File: config.mk
export PLATFORM = sky130hd
export DESIGN_NAME = bus_control_multi
export DESIGN_NICKNAME = d
export VERILOG_FILES = /design/src/rtl/bus_control_pkg.sv /design/src/rtl/bus_decode.sv /design/src/rtl/bus_control_multi.sv
export SDC_FILE = /design/constraint.sdc
export NUM_CORES = 1
export LEC_CHECK = 0
export ABC_CLOCK_PERIOD_IN_PS = 4800
export CAP_MARGIN = 10
export CORE_UTILIZATION = 50
export CTS_CLUSTER_DIAMETER = 200
export DETAILED_ROUTE_END_ITERATION = 8
export PLACE_DENSITY = 0.79
export SLEW_MARGIN = 20
export SYNTH_ARGS = -nofsm -noshare
export SYNTH_HDL_FRONTEND = slang
export SYNTH_SLANG_ARGS = --single-unit
File: constraint.sdc
create_clock -name CPUCLK_IN -period 4.8 [get_ports CPUCLK_IN]
set_input_delay 0.72 -clock CPUCLK_IN [delete_from_list [all_inputs] [get_ports CPUCLK_IN]]
set_output_delay 0.72 -clock CPUCLK_IN [all_outputs]
set_load 0.01 [all_outputs]
File: src/rtl/bus_control_pkg.sv
// Shared types and address constants for the 68k-style bus controller.
// Pure declarations, no logic and no latency.
// No flow control: consumed by the decoder and the bus-cycle FSM.
package bus_control_pkg;

  // Decoded target of the current bus cycle
  typedef enum logic [1:0] {
    REGION_NONE = 2'd0,
    REGION_PROM = 2'd1,
    REGION_SRAM = 2'd2,
    REGION_IO   = 2'd3
  } region_t;

  // Bus-cycle FSM encoding; ST_STEP and ST_RELEASE are only reachable
  // when the single-step feature is compiled in
  typedef enum logic [2:0] {
    ST_IDLE    = 3'd0,
    ST_WAIT    = 3'd1,
    ST_STEP    = 3'd2,
    ST_ACK     = 3'd3,
    ST_RELEASE = 3'd4,
    ST_BERR    = 3'd5
  } state_t;

  // ADDR[23:20] values selecting each region
  localparam logic [3:0]  AREA_LOW  = 4'h0;
  localparam logic [3:0]  AREA_IO   = 4'h1;
  localparam logic [3:0]  AREA_PROM = 4'hF;

  // Output port 0 lives here; port i is at IO_BASE + 2*i (odd byte lane)
  localparam logic [23:0] IO_BASE   = 24'h100001;

endpackage

File: src/rtl/bus_decode.sv
// Address decoder: maps CPU address/direction to a region and output-port index.
// Latency: purely combinational.
// Backpressure: none; the FSM samples the result when it accepts a cycle.
module bus_decode
  import bus_control_pkg::*;
#(
  parameter int OUT_PORTS = 2
) (
  input  logic [23:0] addr_in,
  input  logic        wr_in,
  input  logic        boot_in,
  output region_t     region_o,
  output logic [2:0]  port_o
);

  logic [23:0] io_off;
  logic        io_ok;

  // Region select; the low area is the PROM boot overlay until the first write
  always_comb begin
    io_off   = addr_in - IO_BASE;
    // Offset must be even and index an existing port; addresses below the
    // base wrap to a huge offset and fail the compare
    io_ok    = ~io_off[0] && (io_off[23:1] < 23'(OUT_PORTS));
    port_o   = io_off[3:1];
    region_o = REGION_NONE;
    case (addr_in[23:20])
      AREA_PROM: region_o = REGION_PROM;
      AREA_IO:   region_o = io_ok ? REGION_IO : REGION_NONE;
      AREA_LOW:  region_o = (wr_in || boot_in) ? REGION_SRAM : REGION_PROM;
      default:   region_o = REGION_NONE;
    endcase
  end

endmodule

File: src/rtl/bus_control_multi.sv
// Bus controller: chip selects, wait-state DTACK, BERR timeout, output ports.
// Latency: DTACK rises N+1 edges after DTREQ is first sampled (N = region wait).
// Backpressure: CPU is held by withholding DTACK; optional single-step gating
// compiled in with BUS_CONTROL_STEPPER_EN.
module bus_control_multi
  import bus_control_pkg::*;
#(
  parameter int PROM_WAIT   = 2,
  parameter int SRAM_WAIT   = 0,
  parameter int IO_WAIT     = 1,
  parameter int OUT_PORTS   = 2,
  parameter int BERR_CYCLES = 64
) (
  input  logic                   CPUCLK_IN,
  input  logic                   RESET_IN,
  input  logic                   STEPEN_IN,
  input  logic                   STEP_IN,
  input  logic                   AS_IN,
  input  logic                   WR_IN,
  input  logic                   UDS_IN,
  input  logic                   LDS_IN,
  input  logic [23:0]            ADDR_IN,
  input  logic [15:0]            DATA_IN,
  output logic                   DTACK,
  output logic                   BERR,
  output logic                   PROMCS0,
  output logic                   PROMCS1,
  output logic                   SRAMCS0,
  output logic                   SRAMCS1,
  output logic                   IOCS,
  output logic                   OE,
  output logic [8*OUT_PORTS-1:0] OUTPUT_SIGNAL,
  output logic                   BOOTSTRAPPED
);

  localparam int CNT_W = 16;

  state_t                 state_q, state_d;
  region_t                region_q, region_d;
  logic [2:0]             port_q, port_d;
  logic [CNT_W-1:0]       cnt_q, cnt_d;
  logic                   dtack_q, dtack_d;
  logic                   berr_q, berr_d;
  logic [8*OUT_PORTS-1:0] out_q, out_d;
  logic                   boot_q, boot_d;
  // Set by reset; blocks a cycle still in flight at reset from being accepted
  logic                   block_q, block_d;

  region_t                dec_region;
  logic [2:0]             dec_port;
  logic                   dtreq, asreq;
  logic [CNT_W-1:0]       cnt_load;
  state_t                 done_idle, done_wait;
  logic                   ack_entry;
  logic                   unused_inputs;

  bus_decode #(.OUT_PORTS(OUT_PORTS)) u_decode (
    .addr_in  (ADDR_IN),
    .wr_in    (WR_IN),
    .boot_in  (boot_q),
    .region_o (dec_region),
    .port_o   (dec_port)
  );

`ifdef BUS_CONTROL_STEPPER_EN
  assign unused_inputs = ^DATA_IN[15:8];
`else
  assign unused_inputs = ^{DATA_IN[15:8], STEPEN_IN, STEP_IN};
`endif

  // Chip selects follow the live address so memories see them without delay
  always_comb begin
    dtreq   = AS_IN & (UDS_IN | LDS_IN);
    asreq   = AS_IN & ~RESET_IN;
    PROMCS0 = asreq & (dec_region == REGION_PROM) & UDS_IN;
    PROMCS1 = asreq & (dec_region == REGION_PROM) & LDS_IN;
    SRAMCS0 = asreq & (dec_region == REGION_SRAM) & UDS_IN;
    SRAMCS1 = asreq & (dec_region == REGION_SRAM) & LDS_IN;
    IOCS    = asreq & (dec_region == REGION_IO);
    OE      = asreq & ((dec_region == REGION_PROM) || (dec_region == REGION_SRAM)) & ~WR_IN;
  end

  // Wait count for a new cycle and where the cycle goes once waiting is over
  always_comb begin
    case (dec_region)
      REGION_PROM: cnt_load = CNT_W'(PROM_WAIT);
      REGION_SRAM: cnt_load = CNT_W'(SRAM_WAIT);
      REGION_IO:   cnt_load = CNT_W'(IO_WAIT);
      default:     cnt_load = CNT_W'(BERR_CYCLES);
    endcase
    done_idle = ST_ACK;
    done_wait = ST_ACK;
    if (dec_region == REGION_NONE) begin
      done_idle = ST_BERR;
    end
`ifdef BUS_CONTROL_STEPPER_EN
    else if (STEPEN_IN) begin
      done_idle = ST_STEP;
    end
`endif
    if (region_q == REGION_NONE) begin
      done_wait = ST_BERR;
    end
`ifdef BUS_CONTROL_STEPPER_EN
    else if (STEPEN_IN) begin
      done_wait = ST_STEP;
    end
`endif
  end

  // Bus-cycle FSM next state
  always_comb begin
    state_d  = state_q;
    region_d = region_q;
    port_d   = port_q;
    cnt_d    = cnt_q;
    block_d  = block_q & dtreq;
    case (state_q)
      ST_IDLE: begin
        if (dtreq && !block_q) begin
          region_d = dec_region;
          port_d   = dec_port;
          cnt_d    = cnt_load;
          state_d  = (cnt_load == '0) ? done_idle : ST_WAIT;
        end
      end
      ST_WAIT: begin
        if (!dtreq) begin
          cnt_d   = '0;
          state_d = ST_IDLE;
        end else begin
          cnt_d = cnt_q - 1'b1;
          if (cnt_q == CNT_W'(1)) begin
            state_d = done_wait;
          end
        end
      end
`ifdef BUS_CONTROL_STEPPER_EN
      ST_STEP: begin
        if (!dtreq) begin
          state_d = ST_IDLE;
        end else if (STEP_IN) begin
          state_d = ST_ACK;
        end
      end
      ST_RELEASE: begin
        // One press acknowledges one cycle: wait for the switch to open
        if (!STEP_IN) begin
          state_d = ST_IDLE;
        end
      end
`endif
      ST_ACK: begin
        if (!dtreq) begin
`ifdef BUS_CONTROL_STEPPER_EN
          state_d = STEPEN_IN ? ST_RELEASE : ST_IDLE;
`else
          state_d = ST_IDLE;
`endif
        end
      end
      ST_BERR: begin
        if (!dtreq) begin
          state_d = ST_IDLE;
        end
      end
      default: state_d = ST_IDLE;
    endcase
  end

  // Registered strobes and write side effects taken on the edge entering ACK
  always_comb begin
    dtack_d   = (state_d == ST_ACK);
    berr_d    = (state_d == ST_BERR);
    ack_entry = (state_d == ST_ACK) && (state_q != ST_ACK);
    out_d     = out_q;
    boot_d    = boot_q;
    if (ack_entry && WR_IN) begin
      if (region_d == REGION_SRAM) begin
        boot_d = 1'b1;
      end
      if ((region_d == REGION_IO) && LDS_IN) begin
        for (int i = 0; i < OUT_PORTS; i++) begin
          if (port_d == 3'(i)) begin
            out_d[8*i +: 8] = DATA_IN[7:0];
          end
        end
      end
    end
  end

  // State registers with synchronous reset
  always_ff @(posedge CPUCLK_IN) begin
    if (RESET_IN) begin
      state_q  <= ST_IDLE;
      region_q <= REGION_NONE;
      port_q   <= '0;
      cnt_q    <= '0;
      dtack_q  <= 1'b0;
      berr_q   <= 1'b0;
      out_q    <= '0;
      boot_q   <= 1'b0;
      block_q  <= 1'b1;
    end else begin
      state_q  <= state_d;
      region_q <= region_d;
      port_q   <= port_d;
      cnt_q    <= cnt_d;
      dtack_q  <= dtack_d;
      berr_q   <= berr_d;
      out_q    <= out_d;
      boot_q   <= boot_d;
      block_q  <= block_d;
    end
  end

  assign DTACK         = dtack_q;
  assign BERR          = berr_q;
  assign OUTPUT_SIGNAL = out_q;
  assign BOOTSTRAPPED  = boot_q;

endmodule
==> run_summary.xml <==
<?xml version="1.0" encoding="UTF-8"?>
<metrics>
  <group name="layout">
    <metric name="layout.core_utilization" unit="">0.677</metric>
    <metric name="most_used_cells_in_the_layout_excluding_fill_and_tap_cells" unit="">clkdlybuf4s50_1 (62), nor2_1 (51), dfxtp_1 (44)</metric>
    <metric name="drive_above_1_share" unit="">0.125</metric>
    <metric name="finalInstanceArea" unit="sq mm">0.00384</metric>
    <metric name="area.growth.synth_to_final" unit="%">27.2</metric>
    <metric name="insertedDiodeCount" unit="">0</metric>
    <metric name="fillerInstances" unit="">454</metric>
    <metric name="final_common_cell" unit="">clkdlybuf4s50_1</metric>
    <metric name="nNetsFinal" unit="">496</metric>
  </group>
  <group name="floorplanning">
    <metric name="effective_utilization_at_floorplan" unit="">0.532</metric>
    <metric name="die_width" unit="um">79.7</metric>
    <metric name="num_io_pins" unit="">73</metric>
    <metric name="placement_rows" unit="">27</metric>
    <metric name="design.die.area" unit="sq mm">0.00636</metric>
    <metric name="standard_cell_core_area" unit="sq mm">0.00568</metric>
    <metric name="die_height" unit="um">79.7</metric>
  </group>
  <group name="clock_tree">
    <metric name="ctsHoldBuffers" unit="">0</metric>
    <metric name="max-clock-path-buffers" unit="">2</metric>
    <metric name="tritoncts_num_sinks" unit="">44</metric>
    <metric name="cts_tree" unit="">yes</metric>
    <metric name="cts_made_buffers" unit="">5</metric>
    <metric name="cts_max_level" unit="">2</metric>
    <metric name="worstSkewPairLatency" unit="ns">0.30</metric>
    <metric name="clkTransAtPathRegs" unit="ns">0.08</metric>
    <metric name="clock-root-buffer" unit="">clkbuf_8</metric>
  </group>
  <group name="yosys">
    <metric name="synth_sequential_area_ratio" unit="">0.292</metric>
    <metric name="synth.cell_area" unit="sq mm">0.00302</metric>
    <metric name="netlist_instances" unit="">375</metric>
    <metric name="post_synth_num_cell_types" unit="">72</metric>
    <metric name="synthesis.yosys.warnings" unit="">0</metric>
    <metric name="synth-edff-count" unit="">0</metric>
    <metric name="post_synthesis_async_set_or_reset_flop_share" unit="">0</metric>
    <metric name="synth_seq_cells" unit="">44</metric>
    <metric name="synth.net_count" unit="">432</metric>
    <metric name="syn_avg_cell_area" unit="sq um">8.06</metric>
    <metric name="post-synth-top-area-fraction" unit="">0.292</metric>
    <metric name="synth_top_area_cell" unit="">dfxtp_1</metric>
    <metric name="synth.top_cells.by_area" unit="">dfxtp_1 (29%), nor2_1 (6.3%), nand2_1 (4.6%)</metric>
    <metric name="synth_top_flop_cell" unit="">dfxtp_1</metric>
  </group>
  <group name="placed_design">
    <metric name="hpwl" unit="um">5520</metric>
    <metric name="placement.cell_area" unit="sq mm">0.00375</metric>
    <metric name="place.gp.congestion" unit="">0.834</metric>
    <metric name="portBuffers" unit="">62</metric>
  </group>
  <group name="sta">
    <metric name="fin_skew" unit="ns">0.00921</metric>
    <metric name="setup_viol" unit="">0</metric>
    <metric name="clock.fmax" unit="GHz">0.218</metric>
    <metric name="hold-worst-slack" unit="ns">0.476</metric>
    <metric name="final_min_period_over_clock_period" unit="">0.958</metric>
    <metric name="setup_tns" unit="ns">0</metric>
    <metric name="max_slew_margin" unit="">0.470</metric>
    <metric name="hold_viol" unit="">0</metric>
    <metric name="rsz0062_at_grt" unit="">false</metric>
    <metric name="final_max_slew_viol_count" unit="">0</metric>
    <metric name="worstMarginPinSlew" unit="ns">0.792</metric>
    <metric name="fin_crit" unit="ns">4.60</metric>
  </group>
  <group name="setup_path">
    <metric name="critical_path_arrival" unit="ns">3.88</metric>
    <metric name="worst_r2r_path_depth" unit="">12</metric>
    <metric name="worst_setup_path_start_kind" unit="">input port</metric>
    <metric name="worst_r2r_startpoint" unit="">BOOTSTRAPPED</metric>
    <metric name="crit_type" unit="">input port to output port</metric>
    <metric name="timing.reg2reg.setup_slack" unit="ns">1.98</metric>
    <metric name="critical_path.reg2reg.endpoint" unit="">OUTPUT_SIGNAL[7]</metric>
    <metric name="top_fanout_value_on_the_critical_path" unit="">5</metric>
    <metric name="timing.critical_path.required" unit="ns">4.08</metric>
    <metric name="kind_of_end_point_of_the_critical_path" unit="">output port</metric>
  </group>
  <group name="hold_path">
    <metric name="hp-class" unit="">flip-flop to flip-flop</metric>
    <metric name="timing.hold.worst.start" unit="">cnt_q[5]</metric>
    <metric name="min_delay_path_depth" unit="">2</metric>
    <metric name="hold_end" unit="">cnt_q[5]</metric>
  </group>
  <group name="routing">
    <metric name="postRouteAntennaNets" unit="">0</metric>
    <metric name="drt_first_pass_iters" unit="">5</metric>
    <metric name="routed_wl" unit="um">7350</metric>
    <metric name="num_vias" unit="">3029</metric>
    <metric name="vias_per_cell" unit="">5.92</metric>
    <metric name="drc_errors" unit="">0</metric>
    <metric name="dr_iter_0_viols" unit="">125</metric>
    <metric name="wl_per_cell" unit="um">14.4</metric>
  </group>
  <group name="pwr">
    <metric name="power.leakage" unit="nW">1.31</metric>
    <metric name="power.ir.vdd_worst" unit="mV">0.183</metric>
    <metric name="report.power.total" unit="mW">0.775</metric>
    <metric name="pwr_density_cell" unit="mW/mm^2">202</metric>
  </group>
  <group name="global_routing">
    <metric name="grt_pass1_vias" unit="">2845</metric>
    <metric name="antenna_found_initial" unit="">0</metric>
    <metric name="first_pass_grt_wire_length" unit="um">12400</metric>
    <metric name="overflow" unit="">0</metric>
    <metric name="grt_usage" unit="">0.242</metric>
    <metric name="grt_max_degree" unit="">24</metric>
  </group>
  <group name="job">
    <metric name="cap_viol_max_count" unit="">0</metric>
  </group>
  <group name="outcome">
    <metric name="result_of_the_run" unit="">completed</metric>
  </group>
</metrics>
## worst max-delay path, stage by stage
cell             delay [ns]
clkdlybuf4s50_1        0.49
inv_1                  0.06
ha_2                   0.20
xnor2_1                0.26
nand4_1                0.21
a2111oi_4              0.39
nand3_1                0.16
o22a_2                 0.28
ha_1                   0.28
nor4bb_1               0.25
clkdlybuf4s50_1        0.59
## cell type report
class                      instances  area [sq um]  area share
clock inverter                     3          18.8     0.00488
multi-input combinational        304          2020       0.526
tap                               72          90.1      0.0234
sequential                        44           881       0.229
inverter                           9          33.8     0.00879
clock buffer                       5          68.8      0.0179
timing repair buffer              75           731       0.190
## cells in the mapped netlist (all sizes together) (5+ instances only)
cell,number
nor2b,9
nand3b,5
or3,6
o311ai,8
dfxtp,44
inv,9
ha,9
nor4,9
nand2,37
clkbuf,10
nand3,21
a21oi,23
nor2,52
mux2i,9
nand4,9
buf,8
o21ai,23
nor3,15
## per-layer routing
layer	track usage	part of all wire	wire length, um	vias to the layer above
met1	0.297	0.46	3360	1425
met5	0	0	0	-
li1	-	-	-	1519
met2	0.443	0.49	3610	78
met3	0.0366	0.046	340	7
met4	0.0500	0.0069	51	0
## through the flow
| stage | std cells | setup slack (ns) |
|---|---|---|
| global route | 512 | 0.00595 |
| CTS | 512 | 0.127 |
| floorplan | 375 | 0.673 |
| global placement | 504 | 0.0495 |
| finish | 512 | 0.203 |
| detailed placement | 504 | -0.0997 |
## how the worst max path moves through the flow
stage | slack [ns] | to | depth (start not counted) | start
floorplan | 0.67 | OUTPUT_SIGNAL[6] | 19 | ADDR_IN[0]
global placement | 0.05 | OUTPUT_SIGNAL[6] | 19 | ADDR_IN[1]
detailed placement | -0.1 | OUTPUT_SIGNAL[7] | 19 | ADDR_IN[1]
CTS | 0.13 | OE | 12 | ADDR_IN[1]
global route | 0.006 | OE | 12 | ADDR_IN[1]
finish | 0.20 | OE | 11 | ADDR_IN[1]
## flip-flops by register name, summed over array words and instances (netlist names)
name / count
BERR: 1
BOOTSTRAPPED: 1
DTACK: 1
OUTPUT_SIGNAL: 16
block_q: 1
cnt_q: 16
port_q: 3
region_q: 2
state_q: 3
## cell families (layout without fill, tap and decap cells)
kind of cell / after synthesis / after routing / share of synthesized area
flip-flops: 44 / 44 / 0.292
AND/OR/NAND/NOR: 192 / 192 / 0.353
multiplexers: 10 / 10 / 0.0377
AO/OA/AOI/OAI: 88 / 88 / 0.223
XOR/XNOR: 5 / 5 / 0.0145
buffers and inverters: 27 / 92 / 0.0426
adder cells (fa/ha/maj): 9 / 9 / 0.0373
## repair_timing
| item | in CTS | in global routing |
|---|---|---|
| gates resized for setup | 0 | 3 |
| setup endpoints to repair | 0 | 21 |
| setup buffers | 0 | 0 |
## report_power, final
part	internal, mW	total, mW	switching, mW
sequential	0.372	0.380	0.00773
combinational	0.0769	0.164	0.0868
clock	0.102	0.232	0.130
total	0.550	0.775	0.225
Note: power is estimated with default switching activity, not from simulation.
